--- config.mk ---
export PLATFORM = sky130hd
export DESIGN_NAME = flop_stim_gen_flat
export DESIGN_NICKNAME = d
export VERILOG_FILES = /design/src/rtl/flop_stim_gen_if.sv /design/src/rtl/flop_stim_gen.sv /design/src/flat_wrapper.sv
export SDC_FILE = /design/constraint.sdc
export NUM_CORES = 1
export LEC_CHECK = 0
export CAP_MARGIN = 25
export CORE_MARGIN = 5
export CORE_UTILIZATION = 52
export CTS_BUF_LIST = sky130_fd_sc_hd__clkbuf_4 sky130_fd_sc_hd__clkbuf_8
export CTS_CLUSTER_SIZE = 40
export DETAILED_ROUTE_END_ITERATION = 8
export PLACE_DENSITY = 0.79
export SLEW_MARGIN = 40
export SYNTH_ARGS = -nofsm -noshare
export SYNTH_HDL_FRONTEND = slang
export SYNTH_SLANG_ARGS = --single-unit
export TNS_END_PERCENT = 5
--- constraint.sdc ---
create_clock -name clk -period 3.45 [get_ports clk]
set_clock_uncertainty 0.05 [all_clocks]
set_input_delay 0.5175 -clock clk [delete_from_list [all_inputs] [get_ports clk]]
set_output_delay 0.5175 -clock clk [all_outputs]
set_load 0.03 [all_outputs]
--- src/rtl/flop_stim_gen_if.sv ---
// Signal bundle between a bench/BIST controller and flop_stim_gen.
// Inject/violation signals exist only when FLOP_STIM_VIOL_INJ_EN is defined.
interface flop_stim_gen_if #(
    parameter int CNT_W  = 16,
    parameter int PAT_W  = 32,
    parameter int EDGE_W = 16
);
    logic              start;
    logic [CNT_W-1:0]  cfg_low;
    logic [CNT_W-1:0]  cfg_high;
    logic [CNT_W-1:0]  cfg_setup;
    logic [CNT_W-1:0]  cfg_ctrl;
    logic [EDGE_W-1:0] cfg_edges;
    logic [PAT_W-1:0]  cfg_pat;
    logic              tclk;
    logic              td;
    logic              tclr_n;
    logic              tset_n;
    logic              exp_q;
    logic [EDGE_W-1:0] edge_cnt;
    logic              busy;
    logic              done;
`ifdef FLOP_STIM_VIOL_INJ_EN
    logic              inject;
    logic              viol_exp;
`endif

    modport master (
        output start, cfg_low, cfg_high, cfg_setup, cfg_ctrl, cfg_edges, cfg_pat,
`ifdef FLOP_STIM_VIOL_INJ_EN
        output inject,
        input  viol_exp,
`endif
        input  tclk, td, tclr_n, tset_n, exp_q, edge_cnt, busy, done
    );

    modport slave (
        input  start, cfg_low, cfg_high, cfg_setup, cfg_ctrl, cfg_edges, cfg_pat,
`ifdef FLOP_STIM_VIOL_INJ_EN
        input  inject,
        output viol_exp,
`endif
        output tclk, td, tclr_n, tset_n, exp_q, edge_cnt, busy, done
    );
endinterface

--- src/rtl/flop_stim_gen.sv ---
// Stimulus sequencer for a clear/set D flop: clear/set pulses, programmable tclk, data with setup offset, expected q.
// Optional setup-violation injection is enabled by defining FLOP_STIM_VIOL_INJ_EN.
module flop_stim_gen #(
    parameter int CNT_W  = 16,
    parameter int PAT_W  = 32,
    parameter int EDGE_W = 16
) (
    input  logic           clk,
    input  logic           rst,
    flop_stim_gen_if.slave stim_io
);
    typedef enum logic [2:0] {IDLE, CLR, SET, LOW, HIGH, FIN} state_t;

    state_t            state_q, state_d;
    logic [CNT_W-1:0]  cnt_q, cnt_d;
    logic [CNT_W-1:0]  cfgLow_q, cfgLow_d, cfgHigh_q, cfgHigh_d;
    logic [CNT_W-1:0]  cfgSetup_q, cfgSetup_d, cfgCtrl_q, cfgCtrl_d;
    logic [EDGE_W-1:0] cfgEdges_q, cfgEdges_d, edgeCnt_q, edgeCnt_d;
    logic [PAT_W-1:0]  shadow_q, shadow_d;
    logic              tclk_q, tclk_d, td_q, td_d, tclrN_q, tclrN_d, tsetN_q, tsetN_d;
    logic              expQ_q, expQ_d, busy_q, busy_d, done_q, done_d;
    logic              goLow, goFin, holdTd;

    logic              idle;
    logic [CNT_W-1:0]  lowSel, highSel, setupSel, ctrlSel, lowLen, highLen;
    logic [EDGE_W-1:0] edgesSel;
    logic [PAT_W-1:0]  patSel;

    // In IDLE the start cycle works from the live config, later from the latched copy.
    assign idle     = (state_q == IDLE);
    assign lowSel   = idle ? stim_io.cfg_low   : cfgLow_q;
    assign highSel  = idle ? stim_io.cfg_high  : cfgHigh_q;
    assign setupSel = idle ? stim_io.cfg_setup : cfgSetup_q;
    assign ctrlSel  = idle ? stim_io.cfg_ctrl  : cfgCtrl_q;
    assign edgesSel = idle ? stim_io.cfg_edges : cfgEdges_q;
    assign patSel   = idle ? stim_io.cfg_pat   : shadow_q;
    assign lowLen   = (lowSel  == '0) ? CNT_W'(1) : lowSel;
    assign highLen  = (highSel == '0) ? CNT_W'(1) : highSel;

`ifdef FLOP_STIM_VIOL_INJ_EN
    logic armed_q, armed_d, viol_q, viol_d, armNow;
    assign armNow = armed_q | (stim_io.inject & busy_q);
    assign holdTd = armNow;
`else
    assign holdTd = 1'b0;
`endif

    always_comb begin
        state_d    = state_q;
        cnt_d      = cnt_q;
        cfgLow_d   = cfgLow_q;
        cfgHigh_d  = cfgHigh_q;
        cfgSetup_d = cfgSetup_q;
        cfgCtrl_d  = cfgCtrl_q;
        cfgEdges_d = cfgEdges_q;
        edgeCnt_d  = edgeCnt_q;
        shadow_d   = shadow_q;
        tclk_d     = tclk_q;
        td_d       = td_q;
        tclrN_d    = tclrN_q;
        tsetN_d    = tsetN_q;
        expQ_d     = expQ_q;
        busy_d     = busy_q;
        done_d     = 1'b0;
        goLow      = 1'b0;
        goFin      = 1'b0;
`ifdef FLOP_STIM_VIOL_INJ_EN
        armed_d    = armNow;
        viol_d     = 1'b0;
`endif
        case (state_q)
            IDLE: begin
                if (stim_io.start) begin
                    cfgLow_d   = stim_io.cfg_low;
                    cfgHigh_d  = stim_io.cfg_high;
                    cfgSetup_d = stim_io.cfg_setup;
                    cfgCtrl_d  = stim_io.cfg_ctrl;
                    cfgEdges_d = stim_io.cfg_edges;
                    shadow_d   = stim_io.cfg_pat;
                    edgeCnt_d  = '0;
                    busy_d     = 1'b1;
                    if (stim_io.cfg_ctrl != '0) begin
                        state_d = CLR;
                        cnt_d   = stim_io.cfg_ctrl - CNT_W'(1);
                        tclrN_d = 1'b0;
                        expQ_d  = 1'b0;
                    end else if (stim_io.cfg_edges != '0) begin
                        goLow = 1'b1;
                    end else begin
                        goFin = 1'b1;
                    end
                end
            end
            CLR: begin
                if (cnt_q == '0) begin
                    state_d = SET;
                    cnt_d   = ctrlSel - CNT_W'(1);
                    tclrN_d = 1'b1;
                    tsetN_d = 1'b0;
                    expQ_d  = 1'b1;
                end else begin
                    cnt_d = cnt_q - CNT_W'(1);
                end
            end
            SET: begin
                if (cnt_q == '0) begin
                    tsetN_d = 1'b1;
                    if (edgesSel != '0) goLow = 1'b1;
                    else                goFin = 1'b1;
                end else begin
                    cnt_d = cnt_q - CNT_W'(1);
                end
            end
            LOW: begin
                if ((cnt_q == setupSel) && !holdTd) td_d = shadow_q[0];
                if (cnt_q == '0) begin
                    state_d   = HIGH;
                    cnt_d     = highLen - CNT_W'(1);
                    tclk_d    = 1'b1;
                    edgeCnt_d = (edgeCnt_q == '1) ? edgeCnt_q : edgeCnt_q + EDGE_W'(1);
                    expQ_d    = shadow_q[0];
                    shadow_d  = {shadow_q[0], shadow_q[PAT_W-1:1]};
`ifdef FLOP_STIM_VIOL_INJ_EN
                    // Injected edge: data moves with the clock, so the flop's capture is not trusted.
                    if (armNow) begin
                        td_d    = shadow_q[0];
                        expQ_d  = 1'b0;
                        viol_d  = 1'b1;
                        armed_d = 1'b0;
                    end
`endif
                end else begin
                    cnt_d = cnt_q - CNT_W'(1);
                end
            end
            HIGH: begin
                if (cnt_q == '0) begin
                    if (edgeCnt_q == edgesSel) goFin = 1'b1;
                    else                       goLow = 1'b1;
                end else begin
                    cnt_d = cnt_q - CNT_W'(1);
                end
            end
            FIN: begin
                state_d = IDLE;
            end
            default: begin
                state_d = IDLE;
            end
        endcase

        // A setup window at least as long as the low phase puts the data change on LOW entry.
        if (goLow) begin
            state_d = LOW;
            cnt_d   = lowLen - CNT_W'(1);
            tclk_d  = 1'b0;
            if ((setupSel >= lowLen) && !holdTd) td_d = patSel[0];
        end
        if (goFin) begin
            state_d = FIN;
            tclk_d  = 1'b0;
            done_d  = 1'b1;
            busy_d  = 1'b0;
`ifdef FLOP_STIM_VIOL_INJ_EN
            armed_d = 1'b0;
`endif
        end
    end

    always_ff @(posedge clk) begin
        if (rst) begin
            state_q    <= IDLE;
            cnt_q      <= '0;
            cfgLow_q   <= '0;
            cfgHigh_q  <= '0;
            cfgSetup_q <= '0;
            cfgCtrl_q  <= '0;
            cfgEdges_q <= '0;
            edgeCnt_q  <= '0;
            shadow_q   <= '0;
            tclk_q     <= 1'b0;
            td_q       <= 1'b0;
            tclrN_q    <= 1'b1;
            tsetN_q    <= 1'b1;
            expQ_q     <= 1'b0;
            busy_q     <= 1'b0;
            done_q     <= 1'b0;
        end else begin
            state_q    <= state_d;
            cnt_q      <= cnt_d;
            cfgLow_q   <= cfgLow_d;
            cfgHigh_q  <= cfgHigh_d;
            cfgSetup_q <= cfgSetup_d;
            cfgCtrl_q  <= cfgCtrl_d;
            cfgEdges_q <= cfgEdges_d;
            edgeCnt_q  <= edgeCnt_d;
            shadow_q   <= shadow_d;
            tclk_q     <= tclk_d;
            td_q       <= td_d;
            tclrN_q    <= tclrN_d;
            tsetN_q    <= tsetN_d;
            expQ_q     <= expQ_d;
            busy_q     <= busy_d;
            done_q     <= done_d;
        end
    end

`ifdef FLOP_STIM_VIOL_INJ_EN
    always_ff @(posedge clk) begin
        if (rst) begin
            armed_q <= 1'b0;
            viol_q  <= 1'b0;
        end else begin
            armed_q <= armed_d;
            viol_q  <= viol_d;
        end
    end

    assign stim_io.viol_exp = viol_q;
`endif

    assign stim_io.tclk     = tclk_q;
    assign stim_io.td       = td_q;
    assign stim_io.tclr_n   = tclrN_q;
    assign stim_io.tset_n   = tsetN_q;
    assign stim_io.exp_q    = expQ_q;
    assign stim_io.edge_cnt = edgeCnt_q;
    assign stim_io.busy     = busy_q;
    assign stim_io.done     = done_q;
endmodule

--- src/flat_wrapper.sv ---
// flat-port wrapper written by rule: the top's interface ports become plain ports
module flop_stim_gen_flat 
#(
    parameter int CNT_W  = 16,
    parameter int PAT_W  = 32,
    parameter int EDGE_W = 16
)
  (clk, rst, stim_io_start, stim_io_cfg_low, stim_io_cfg_high, stim_io_cfg_setup, stim_io_cfg_ctrl, stim_io_cfg_edges, stim_io_cfg_pat, stim_io_tclk, stim_io_td, stim_io_tclr_n, stim_io_tset_n, stim_io_exp_q, stim_io_edge_cnt, stim_io_busy, stim_io_done);
  flop_stim_gen_if #(.CNT_W(CNT_W), .PAT_W(PAT_W), .EDGE_W(EDGE_W)) stim_io_i ();
  input  logic clk;
  input  logic rst;
  input wire logic [$bits(stim_io_i.start)-1:0] stim_io_start;
  input wire logic [$bits(stim_io_i.cfg_low)-1:0] stim_io_cfg_low;
  input wire logic [$bits(stim_io_i.cfg_high)-1:0] stim_io_cfg_high;
  input wire logic [$bits(stim_io_i.cfg_setup)-1:0] stim_io_cfg_setup;
  input wire logic [$bits(stim_io_i.cfg_ctrl)-1:0] stim_io_cfg_ctrl;
  input wire logic [$bits(stim_io_i.cfg_edges)-1:0] stim_io_cfg_edges;
  input wire logic [$bits(stim_io_i.cfg_pat)-1:0] stim_io_cfg_pat;
  output wire logic [$bits(stim_io_i.tclk)-1:0] stim_io_tclk;
  output wire logic [$bits(stim_io_i.td)-1:0] stim_io_td;
  output wire logic [$bits(stim_io_i.tclr_n)-1:0] stim_io_tclr_n;
  output wire logic [$bits(stim_io_i.tset_n)-1:0] stim_io_tset_n;
  output wire logic [$bits(stim_io_i.exp_q)-1:0] stim_io_exp_q;
  output wire logic [$bits(stim_io_i.edge_cnt)-1:0] stim_io_edge_cnt;
  output wire logic [$bits(stim_io_i.busy)-1:0] stim_io_busy;
  output wire logic [$bits(stim_io_i.done)-1:0] stim_io_done;
  assign stim_io_i.start = stim_io_start;
  assign stim_io_i.cfg_low = stim_io_cfg_low;
  assign stim_io_i.cfg_high = stim_io_cfg_high;
  assign stim_io_i.cfg_setup = stim_io_cfg_setup;
  assign stim_io_i.cfg_ctrl = stim_io_cfg_ctrl;
  assign stim_io_i.cfg_edges = stim_io_cfg_edges;
  assign stim_io_i.cfg_pat = stim_io_cfg_pat;
  assign stim_io_tclk = stim_io_i.tclk;
  assign stim_io_td = stim_io_i.td;
  assign stim_io_tclr_n = stim_io_i.tclr_n;
  assign stim_io_tset_n = stim_io_i.tset_n;
  assign stim_io_exp_q = stim_io_i.exp_q;
  assign stim_io_edge_cnt = stim_io_i.edge_cnt;
  assign stim_io_busy = stim_io_i.busy;
  assign stim_io_done = stim_io_i.done;
  flop_stim_gen #(.CNT_W(CNT_W), .PAT_W(PAT_W), .EDGE_W(EDGE_W)) u_core (.clk(clk), .rst(rst), .stim_io(stim_io_i));
endmodule
==> impl_metrics.sql <==
INSERT INTO impl_metrics (metric_group, metric, value, unit) VALUES
('global_routing', 'grt_pass1_vias', '10240', ''),
('cells_and_area', 'final_design_area_no_fill', '0.0125', 'mm²'),
('placement', 'placement.io_buffers', '137', ''),
('pwr', 'pwr_density_cell', '395', 'mW/mm²'),
('critical_path', 'worst_ep_arrival_time', '3.67', 'ns'),
('synth', 'netlist_instances', '1374', ''),
('synth', 'yosysSeqAreaShare', '0.307', ''),
('synth', 'post_synth_xor_area_fraction', '0.0880', ''),
('placement', 'dp_hpwl', '24700', 'µm'),
('clock_tree', 'postCtsSetupRepairBufs', '0', ''),
('synth', 'yosys.area.top_type', 'sky130_fd_sc_hd__dfxtp_1', ''),
('detailed_routing', 'drt_drc_violations_left', '0', ''),
('clock_tree', 'post_cts_hold_buffer_count', '0', ''),
('global_routing', 'global_route.usage.total', '0.290', ''),
('placement', 'gpl.final_weighted_congestion', '0.967', ''),
('pwr', 'max-vdd-ir-drop', '0.000288', 'V'),
('global_routing', 'grt_max_degree', '75', ''),
('synth', 'syn-mean-instance-area', '7.31', 'µm²'),
('synth', 'ffs_w_async_s_r_synth', '0', ''),
('outcome', 'status', 'complete, no violations', ''),
('global_routing', 'grt_first_pass_wirelength', '52300', 'µm'),
('clock_tree', 'clk_latency', '0.46', 'ns'),
('die', 'width_of_the_die', '149', 'µm'),
('clock_tree', 'clk_path_buf_depth', '2', ''),
('synth', 'synth_mux_area_frac', '0.0445', ''),
('sta', 'timing.final.crit_period', '3.36', 'ns'),
('synth', 'yosys.cell_count.top_type', 'sky130_fd_sc_hd__nand2_1', ''),
('cells_and_area', 'fill_cells', '1719', ''),
('detailed_routing', 'postRouteWirelength', '32900', 'µm'),
('clock_tree', 'clkTransAtPathRegs', '0.08', 'ns'),
('sta', 'worstMarginPinSlew', '0.788', 'ns'),
('die', 'io_pins', '138', ''),
('critical_path', 'slowest_delay', '0.53', 'ns'),
('detailed_routing', 'drt_pass1_iterations', '6', ''),
('detailed_routing', 'route.detailed.vias_per_inst', '5.96', ''),
('synth', 'synthesized_area_fraction_occupied_by_ao_oa_aoi_and_oai_cells', '0.203', ''),
('synth', 'yosys_most_used_dff', 'sky130_fd_sc_hd__dfxtp_1', ''),
('critical_path', 'crit_chain', 'buf_4 -> nor3_4 -> buf_12 -> buf_4 -> mux2i_1 -> ha_1 -> nor4_1 -> nand2_1 -> a21oi_1 -> or4_1 -> o21ai_1 -> o211ai_1 -> a21oi_1 -> nor3_1', ''),
('placement', 'dpl-instance-area', '0.0121', 'mm²'),
('global_routing', 'gr-total-overflow', '0', ''),
('cells_and_area', 'antenna_cells', '0', ''),
('clock_tree', 'tritoncts', 'yes', ''),
('pwr', 'leakage', '4.76', 'nW'),
('synth', 'synth_top_cell_area_share', '0.307', ''),
('synth', 'synth_top_family_by_area', 'simple AND/OR/NAND/NOR gates', ''),
('synth', 'number_of_flops_mapped_to_enable_cells_by_yosys', '0', ''),
('sta', 'final_report_max_slew_violation_count', '0', ''),
('sta', 'whs', '0.405', 'ns'),
('die', 'std_cell_rows', '50', ''),
('critical_path', 'critical_path_peak_fanout', '26', ''),
('clock_tree', 'cts.root.buffer_cell', 'sky130_fd_sc_hd__clkbuf_8', ''),
('sta', 'setup-violations-final', '0', ''),
('cells_and_area', 'final_layout_size_suffix_gt1_frac', '0.100', ''),
('detailed_routing', 'via_count', '10740', ''),
('critical_path', 'critPathSlowestCell', 'sky130_fd_sc_hd__or4_1', ''),
('pwr', 'post-layout-total-power', '4.95', 'mW'),
('detailed_routing', 'dr.first_iter.drc_count', '920', ''),
('synth', 'yosys.area_share.adder', '0.0274', ''),
('synth', 'synthSimpleGateAreaFrac', '0.281', ''),
('die', 'die_outline_area', '0.0222', 'mm²'),
('synth', 'number_of_synthesis_warnings', '0', ''),
('cells_and_area', 'finalNetCount', '1667', ''),
('critical_path', 'cp-start-kind', 'flop', ''),
('global_routing', 'number_of_antenna_violations_at_the_first_check_in_global_routing', '1', ''),
('sta', 'min_period_over_period', '0.975', ''),
('cells_and_area', 'post_layout_nonfiller_instances', '1803', ''),
('synth', 'synth_top_cells_by_area', 'sky130_fd_sc_hd__dfxtp_1 (31%), sky130_fd_sc_hd__nand2_1 (12%), sky130_fd_sc_hd__a21oi_1 (6.4%)', ''),
('synth', 'syn_area', '0.0100', 'mm²'),
('sta', 'report.final.hold_viol_count', '0', ''),
('synth', 'yosys.cell_types.count', '80', ''),
('die', 'dieHeight', '149', 'µm');
## power by group
group / switching, mW / internal (mW)
clock network: 0.722 / 0.686
logic: 0.831 / 0.659
registers: 0.143 / 1.91
total: 1.70 / 3.26
## routing by layer
layer / routed length [µm] / GRT usage
met5: 6 / 0
met4: 744 / 0.0952
met3: 2860 / 0.0693
met2: 15000 / 0.468
met1: 14200 / 0.382
## final cells by class
cell class,count,area (µm²),area share
inverters,34,128,0.0102
clock inverters,12,141,0.0113
repair buffers,222,2060,0.164
multi-input cells,1101,6530,0.521
flip-flops and latches,154,3080,0.246
well taps,260,325,0.0260
clock buffers,20,263,0.0210
## cell usage in the layout, fill, tap and decap left out, types with 4 or more instances in the layout
| cell type | Yosys | final |
|---|---|---|
| sky130_fd_sc_hd__a311oi_1 | 33 | 33 |
| sky130_fd_sc_hd__o221ai_1 | 4 | 4 |
| sky130_fd_sc_hd__nand3_1 | 23 | 23 |
| sky130_fd_sc_hd__nor2b_1 | 9 | 9 |
| sky130_fd_sc_hd__clkbuf_8 | 0 | 18 |
| sky130_fd_sc_hd__dfxtp_1 | 154 | 154 |
| sky130_fd_sc_hd__nand2_1 | 310 | 309 |
| sky130_fd_sc_hd__nand3b_1 | 5 | 5 |
| sky130_fd_sc_hd__nand2b_1 | 12 | 12 |
| sky130_fd_sc_hd__mux2_2 | 9 | 9 |
| sky130_fd_sc_hd__inv_1 | 33 | 33 |
| sky130_fd_sc_hd__o2111ai_1 | 4 | 4 |
| sky130_fd_sc_hd__xor2_1 | 36 | 36 |
| sky130_fd_sc_hd__nand2_2 | 3 | 4 |
| sky130_fd_sc_hd__or3_1 | 8 | 7 |
| sky130_fd_sc_hd__a22o_1 | 6 | 6 |
| sky130_fd_sc_hd__a221oi_1 | 4 | 4 |
| sky130_fd_sc_hd__a21oi_1 | 128 | 128 |
| sky130_fd_sc_hd__mux2i_1 | 33 | 32 |
| sky130_fd_sc_hd__and3_1 | 7 | 7 |
| sky130_fd_sc_hd__a32o_1 | 4 | 4 |
| sky130_fd_sc_hd__and2_1 | 6 | 6 |
| sky130_fd_sc_hd__ha_1 | 22 | 22 |
| sky130_fd_sc_hd__a31oi_1 | 11 | 11 |
| sky130_fd_sc_hd__o211ai_1 | 12 | 12 |
| sky130_fd_sc_hd__nand4_1 | 23 | 23 |
| sky130_fd_sc_hd__a22oi_1 | 4 | 4 |
| sky130_fd_sc_hd__nor4_1 | 28 | 28 |
| sky130_fd_sc_hd__nor2_1 | 111 | 108 |
| sky130_fd_sc_hd__clkdlybuf4s50_1 | 0 | 136 |
| sky130_fd_sc_hd__clkinv_4 | 0 | 5 |
| sky130_fd_sc_hd__a211oi_1 | 6 | 6 |
| sky130_fd_sc_hd__buf_4 | 5 | 82 |
| sky130_fd_sc_hd__a21o_1 | 6 | 6 |
| sky130_fd_sc_hd__buf_12 | 0 | 4 |
| sky130_fd_sc_hd__nor3_1 | 50 | 49 |
| sky130_fd_sc_hd__xnor2_1 | 65 | 65 |
| sky130_fd_sc_hd__o22ai_1 | 10 | 10 |
| sky130_fd_sc_hd__or4_1 | 8 | 8 |
| sky130_fd_sc_hd__o21ai_0 | 47 | 46 |
## what timing repair did
action,in CTS,in global routing
endpoints found under the setup margin,0,9
hold endpoints to repair,0,0
gates resized for setup,0,6
## worst max-delay path, delay by kind of cell (launching register included)
family                   cells  cell delay (ns)
AND/OR/NAND/NOR              5             0.98
multiplexers                 1             0.34
AO/OA/AOI/OAI                4             0.62
flip-flops                   1             0.31
adder cells (fa/ha/maj)      1             0.24
buffers and inverters        3             0.68
## through the flow
| stage | utilization | setup TNS [ns] | worst slack [ns] |
|---|---|---|---|
| 2_1_floorplan | - | 0 | 0.0171 |
| 3_3_place_gp | 0.638 | -0.0191 | -0.0191 |
| 3_5_place_dp | 0.640 | -0.0696 | -0.0696 |
| 4_1_cts | 0.661 | 0 | 0.0744 |
| 5_1_grt | 0.663 | -0.0691 | -0.0296 |
| 6_report | 0.663 | 0 | 0.0857 |
## state kept, by name (all words and copies together), names as in the netlist, 3 cells and up
name,cells
u_core.cfgEdges_q,16
u_core.cfgHigh_q,16
u_core.stim_io.edge_cnt,16
u_core.cfgLow_q,16
u_core.cfgSetup_q,16
u_core.state_q,3
u_core.cnt_q,16
u_core.cfgCtrl_q,16
u_core.shadow_q,32
## logic make-up after synthesis
group,count (synthesis)
compound gates,315
xor+xnor,101
fa+ha+maj,22
buf+inv,119
flops,154
mux,43
simple gates,620
## worst paths after layout
path	cells past startpoint	start	end
max	14	u_core.state_q[0]	u_core.stim_io.td
min	2	u_core.cfgSetup_q[4]	u_core.cfgSetup_q[4]
max reg2reg	14	u_core.state_q[0]	u_core.stim_io.td
min reg2reg	2	u_core.cfgSetup_q[4]	u_core.cfgSetup_q[4]
Note: power is estimated with default switching activity, not from simulation.
